File: config.mk
export PLATFORM = sky130hd
export DESIGN_NAME = keypad_scan_4x4
export DESIGN_NICKNAME = d
export VERILOG_FILES = /design/src/rtl/keypad_scan_4x4.sv
export SDC_FILE = /design/constraint.sdc
export NUM_CORES = 1
export LEC_CHECK = 0
export CAP_MARGIN = 40
export CORE_UTILIZATION = 55
export CTS_BUF_LIST = sky130_fd_sc_hd__clkbuf_8
export DETAILED_ROUTE_END_ITERATION = 8
export GPL_TIMING_DRIVEN = 0
export HOLD_SLACK_MARGIN = 0.05
export PLACE_DENSITY_LB_ADDON = 0.1
export SYNTH_ARGS = -nofsm -noshare
export SYNTH_HDL_FRONTEND = slang
export SYNTH_SLANG_ARGS = --single-unit
File: constraint.sdc
create_clock -name clk -period 2.9 [get_ports clk]
set_input_delay 0.58 -clock clk [delete_from_list [all_inputs] [get_ports clk]]
set_output_delay 0.58 -clock clk [all_outputs]
set_load 0.01 [all_outputs]
File: src/rtl/keypad_scan_4x4.sv
// rtl/keypad_scan_4x4.sv - 4x4 matrix keypad row scanner with press/release debounce
// One key is tracked at a time; rollover is deliberately not supported.
module keypad_scan_4x4 #(
  parameter logic [19:0] T_SCAN = 20'd50_000,
  parameter logic [19:0] T_DB   = 20'd1_000_000
) (
  input  logic       clk,
  input  logic       rst,
  output logic [3:0] row_n,
  input  logic [3:0] col_n,
  output logic [3:0] key_code,
  output logic       key_valid,
  output logic       key_down
);

  typedef enum logic [1:0] {SCAN, DEBOUNCE, PRESSED, RELEASE} state_t;

  state_t      state, state_nxt;
  logic [19:0] cnt, cnt_nxt;
  logic [1:0]  r, r_nxt;
  logic [1:0]  c, c_nxt;
  logic [3:0]  sync_q, col_s;
  logic [3:0]  code_nxt;
  logic        valid_nxt, down_nxt;
  logic [1:0]  low_idx;
  logic        col_up, scan_end, db_end;

  always_ff @(posedge clk or posedge rst) begin
    if (rst) begin
      sync_q <= 4'hF;
      col_s  <= 4'hF;
    end else begin
      sync_q <= col_n;
      col_s  <= sync_q;
    end
  end

  assign row_n    = ~(4'b0001 << r);
  assign col_up   = col_s[c];
  assign scan_end = (cnt == T_SCAN - 20'd1);
  assign db_end   = (cnt == T_DB - 20'd1);

  // lowest-index low column wins when several keys share the row
  always_comb begin
    low_idx = 2'd3;
    if (!col_s[0])      low_idx = 2'd0;
    else if (!col_s[1]) low_idx = 2'd1;
    else if (!col_s[2]) low_idx = 2'd2;
  end

  always_ff @(posedge clk or posedge rst) begin
    if (rst) begin
      state     <= SCAN;
      cnt       <= 20'd0;
      r         <= 2'd0;
      c         <= 2'd0;
      key_code  <= 4'h0;
      key_valid <= 1'b0;
      key_down  <= 1'b0;
    end else begin
      state     <= state_nxt;
      cnt       <= cnt_nxt;
      r         <= r_nxt;
      c         <= c_nxt;
      key_code  <= code_nxt;
      key_valid <= valid_nxt;
      key_down  <= down_nxt;
    end
  end

  always_comb begin
    state_nxt = state;
    cnt_nxt   = cnt + 20'd1;
    r_nxt     = r;
    c_nxt     = c;
    code_nxt  = key_code;
    valid_nxt = 1'b0;
    down_nxt  = key_down;
    case (state)
      SCAN: begin
        if (scan_end) begin
          cnt_nxt = 20'd0;
          if (&col_s) begin
            r_nxt = r + 2'd1;
          end else begin
            c_nxt     = low_idx;
            state_nxt = DEBOUNCE;
          end
        end
      end
      DEBOUNCE: begin
        if (col_up) begin
          state_nxt = SCAN;
          cnt_nxt   = 20'd0;
        end else if (db_end) begin
          state_nxt = PRESSED;
          cnt_nxt   = 20'd0;
          code_nxt  = {r, c};
          valid_nxt = 1'b1;
          down_nxt  = 1'b1;
        end
      end
      PRESSED: begin
        cnt_nxt = 20'd0;
        if (col_up) state_nxt = RELEASE;
      end
      RELEASE: begin
        // a short release glitch returns to PRESSED without a second strobe
        if (!col_up) begin
          state_nxt = PRESSED;
          cnt_nxt   = 20'd0;
        end else if (db_end) begin
          state_nxt = SCAN;
          cnt_nxt   = 20'd0;
          r_nxt     = r + 2'd1;
          down_nxt  = 1'b0;
        end
      end
      default: begin
        state_nxt = SCAN;
        cnt_nxt   = 20'd0;
      end
    endcase
  end

endmodule

[Word level (Yosys, flattened, before mapping)]
Cells that the tools add are included.
Storage, ports and cells
  register bits: 40
Cells by class
  add/subtract/negate cells: 2
  magnitude comparators: 1
  equal/unequal tests: 15
  shifts and indexed selects: 1
  muxes and demuxes: 31
  bitwise logic cells: 3
  reduce and logical (&&, ||, !) cells: 9
Operators by type and width (number)
  $mux W20: 4
  $pmux W20 S4: 1
  $mux W2: 13
  $add A20 B1 Y20 const B: 1
  $eq A20 B16 Y1 const B: 1
  $eq A20 B20 Y1 const B: 1
  $ne A2 B2 Y1 const B: 8
  $reduce_and A5 Y1: 3
  $mux W1: 9
  $pmux W2 S4: 1
  $ne A3 B3 Y1 const B: 2
  $reduce_and A3 Y1: 2
  $eq A2 B2 Y1 const B: 2
  $not A4 Y4: 1
  $pmux W2 S2: 1
  $reduce_and A4 Y1: 1
  $reduce_bool A2 Y1: 2
  $shl A1 B2 Y4 const A: 1
  $lt A2 B3 Y1 const B: 1
  $add A2 B1 Y2 const B: 1
  $bmux W1 S2: 1
  $eq A2 B1 Y1 const B: 1
  $logic_not A2 Y1: 1
  $not A1 Y1: 2
  $pmux W1 S2: 1

[Longest topological paths before layout]
  word-level depth: 4
  mapped depth: 7

[Least setup slack after synthesis]
OpenSTA, ideal clock, no wires.
  path type: reg-to-reg
  start: reg cnt[10]
  end: reg key_code[0]
  setup time: 0.125 ns
  data arrival time: 1.932 ns
  required time: 2.775 ns
  path slack: 0.844 ns
  stages on the path, launching flop included: 6
  period minus slack after synthesis: 2.056 ns
  path through: dfrtp_1 -> or4b_4 -> nor3_4 -> nand4_2 -> nor3_4 -> mux2_2
Between the ends
  cells in the longest elaborated chain, start to end: 2
Ends and longest elaborated chain
  start: declaration: line 19  | logic [19:0] cnt, cnt_nxt;
  start signal: assignment: line 62  | cnt <= cnt_nxt;
  $eq A20 B20 Y1: line 41  | assign db_end = (cnt == T_DB - 20'd1);
  $reduce_and A3 Y1 (no source line)
  end signal: assignment: line 65  | key_code <= code_nxt;
  end: declaration: line 11  | output logic [3:0] key_code,
Every way passes these cells.
A chain may end at the register's enable or synchronous reset.

[Final worst setup path]
  start: reg cnt[0]
  end: reg key_code[1]
The elaborated chain is that of the path after synthesis.

==> metrics.md <==
| Metric | Value |
|---|---|
| Routed WL | `between 3 and 4 mm` |
| Crit path launch type | `register` |
| Filler cell count | `263` |
| Post-Syn Area | `about 0.0019 mm2` |
| Area after detailed placement | `0.002076 mm2` |
| Seq/Total Area, Yosys | `0.5405` |
| I/O Pins | `16` |
| Mean number of vias per cell | `5.525` |
| # nets final | `204` |
| Post-synth EDFFs | `0` |
| Post-DP HPWL | `between 2 and 2.5 mm` |
| Horizontal die dimension | `60.32 um` |
| Number of H-tree branching levels | `2` |
| Overall overflow remaining after global route | `0` |
| Number of global-route vias before repair | `1288` |
| Resized cells post-CTS | `0` |
| Nature of the critical path endpoint | `register` |
| Clock edge transition at the registers on the reported setup and hold paths | `80 ps` |
| Syn Nets | `182` |
| Post-CTS setup buffers | `0` |
| Ratio of final minimum period to clock period | `0.7892` |
| Overall track demand over capacity in global routing | `0.2113` |
| Hold Path Class | `register to register` |
| Number of violations reported at the end of detailed-routing iteration 0 | `23` |
| Leak Pwr | `0.9880 nW` |
| Run status | `finished clean` |
| Slew at the pin with the worst max-slew slack | `775.5 ps` |
| Maximum clock frequency | `about 440 MHz` |
| Floorplan core area | `around 0.0031 mm2` |
| Antenna violations before repair | `0` |
| Number of flip-flops and latches in the synthesized netlist | `40` |
| Hold-fix buffers at CTS | `0` |
| Yosys Warn Count | `0` |
| Number of detailed-route iterations in the first pass | `4` |
| Post-synthesis cell type with the largest combined area | `dfrtp_1` |
| Final instance area | `0.002161 mm2` |
| Power per unit of standard cell area | `436.5 mW/mm2` |
| Residual antenna-violating net count after detailed routing | `0` |
| Number of max-cap violations | `0` |
| IO Port Bufs | `15` |
| Cell with the most instances after synthesis | `dfrtp_1` |
| Post-detailed-route wirelength per cell | `between 10 and 15 um` |
| List of most frequent post-synthesis cells | `dfrtp_1 (32), nor2_1 (26), inv_1 (14)` |
| Routed via count | `around 1300` |
| IR Drop Worst-Case VDD | `~0.36 mV` |
| Insertion delay of the later-clocked pin in the worst-skew pair | `290 ps` |
| Final min period | `2289 ps` |
| Initial standard-cell utilization of the core | `0.5980` |
| CP arrival | `approximately 2500 ps` |
| Worst hold path stage count | `0` |
| Number of unique standard cell types used by synthesis | `31` |
| Worst Path Class, Setup | `register to register` |
| Setup repair after global routing missed its margin | `no` |
| Number of max-slew violations in the final report | `0` |
| TritonCTS clock tree | `built` |
| Fraction of layout instances using a drive strength above 1 | `0.1649` |
| Required time of the critical path | `about 3100 ps` |
| Maximum number of pins on one net before global-route repair | `41` |
| Total clock buffers created by CTS | `5` |
| Cells after Synth | `171` |
| Cell types occupying the most area after synthesis | `dfrtp_1 (43%), dfstp_2 (11%), xor2_1 (5.6%)` |
| First-pass GRT wire length | `about 5.4 mm` |
| Buffer levels on the longest clock path | `2` |
| Setup violators final | `0` |
| Fraction of post-synthesis cell area in the top cell type by area | `0.4281` |
| Most common flop cell mapped by yosys | `dfrtp_1` |
| Die outline area | `0.003638 mm2` |
| Number of inserted diodes | `0` |
| Fin. Hold Viols | `0` |
| Average cell area after synthesis | `roughly 11 um2` |
| Final total negative setup slack | `0 ps` |
| DIE HEIGHT | `60.32 um` |
| Global placement routability congestion | `0.8560` |
| Clock Skew | `5.256 ps` |
| Asr flop ratio synth | `1.000` |
| Number of sinks on the clock net | `40` |
| CTS Root Buffer Type | `clkbuf_8` |
| Num rows | `20` |
| Area growth from synthesis to layout | `15.52%` |
| R2R depth | `6` |
| Drt drc | `0` |
| Remaining max-slew budget at the tightest pin | `0.4823` |
| Worst-path fanout max | `5` |
## stage by stage
step | cells | setup slack (ps) | power [mW] | util | hold slack (ps)
after CTS | 238 | 610.3 | 0.9541 | 0.6908 | 357.4
after global routing | 238 | 418.9 | 0.9793 | 0.6908 | 361.0
after global placement | 230 | 653.0 | 0.6033 | 0.6636 | 346.6
after detailed placement | 230 | 630.1 | 0.6046 | 0.6636 | 347.0
final | 238 | 611.4 | 0.9433 | 0.6908 | 356.7
after floorplan | 171 | 843.5 | 0.5929 | - | 345.2
## layout by cell type (no fill, tap or decap), types with 6 or more instances in the layout
cell and n:
dfstp_2 8, xnor2_1 7, xor2_1 12, nand2_1 11, nand4_1 7, nor2_1 26
clkdlybuf4s50_1 15, dfrtp_1 32, nand3_1 10, nor3_1 6, inv_1 14
## cells by family (layout without fill, tap and decap cells)
group,after synthesis,count (layout),synth area share
xor+xnor,19,19,0.08896
simple gates,73,73,0.2087
fa+ha+maj,5,5,0.03344
buf+inv,18,41,0.03880
mux,8,8,0.05284
compound gates,8,8,0.03680
flops,40,40,0.5405
## routing by layer
metal	share of wire	track usage	wire length (um)
met1	0.45	0.2546	1437
met2	0.48	0.3281	1546
met3	0.033	0.05411	107
met4	0.038	0.1528	121
met5	0	0	0
## flip-flops by register name, summed over array words and instances (netlist names), named ones only
name and count:
key_valid 1, r 2, state 1, c 2, cnt 20, key_code 4, col_s 4, sync_q 4
key_down 1
## worst max-delay path, stage by stage (launching register included)
cell     delay (ps)
dfrtp_1         400
ha_1            200
nand3_1         240
nor4_2          460
nand4_2         220
nor3_4          270
mux2_2          380
## report_power, final
part / internal (mW) / leakage (nW) / switching (mW)
Sequential: 0.568 / 0.517 / 0.00324
Combinational: 0.00799 / 0.426 / 0.0144
Clock: 0.164 / 0.0453 / 0.186
## final cells by class
class,count,area (um2),share of cell area
tap,44,55.05,0.02548
timing repair buffer,15,150.1,0.06948
clock buffer,5,68.82,0.03185
clock inverter,3,16.27,0.007528
inverter,14,52.55,0.02432
multi-input combinational,113,787.0,0.3642
sequential,40,1011,0.4679
buffer,4,20.02,0.009265
## path summary, 6_finish.rpt
| check | startpoint | to | slack [ps] |
|---|---|---|---|
| setup / recovery | cnt[0] | key_code[1] | 610 |
| hold / removal | sync_q[1] | col_s[1] | 360 |
| setup reg to reg | cnt[0] | key_code[1] | 610 |
| hold reg to reg | sync_q[1] | col_s[1] | 360 |
| max in group asynchronous | rst | cnt[7] | 1660 |
| min in group asynchronous | rst | cnt[17] | 750 |
No activity file was read; power rests on OpenSTA's default activity.
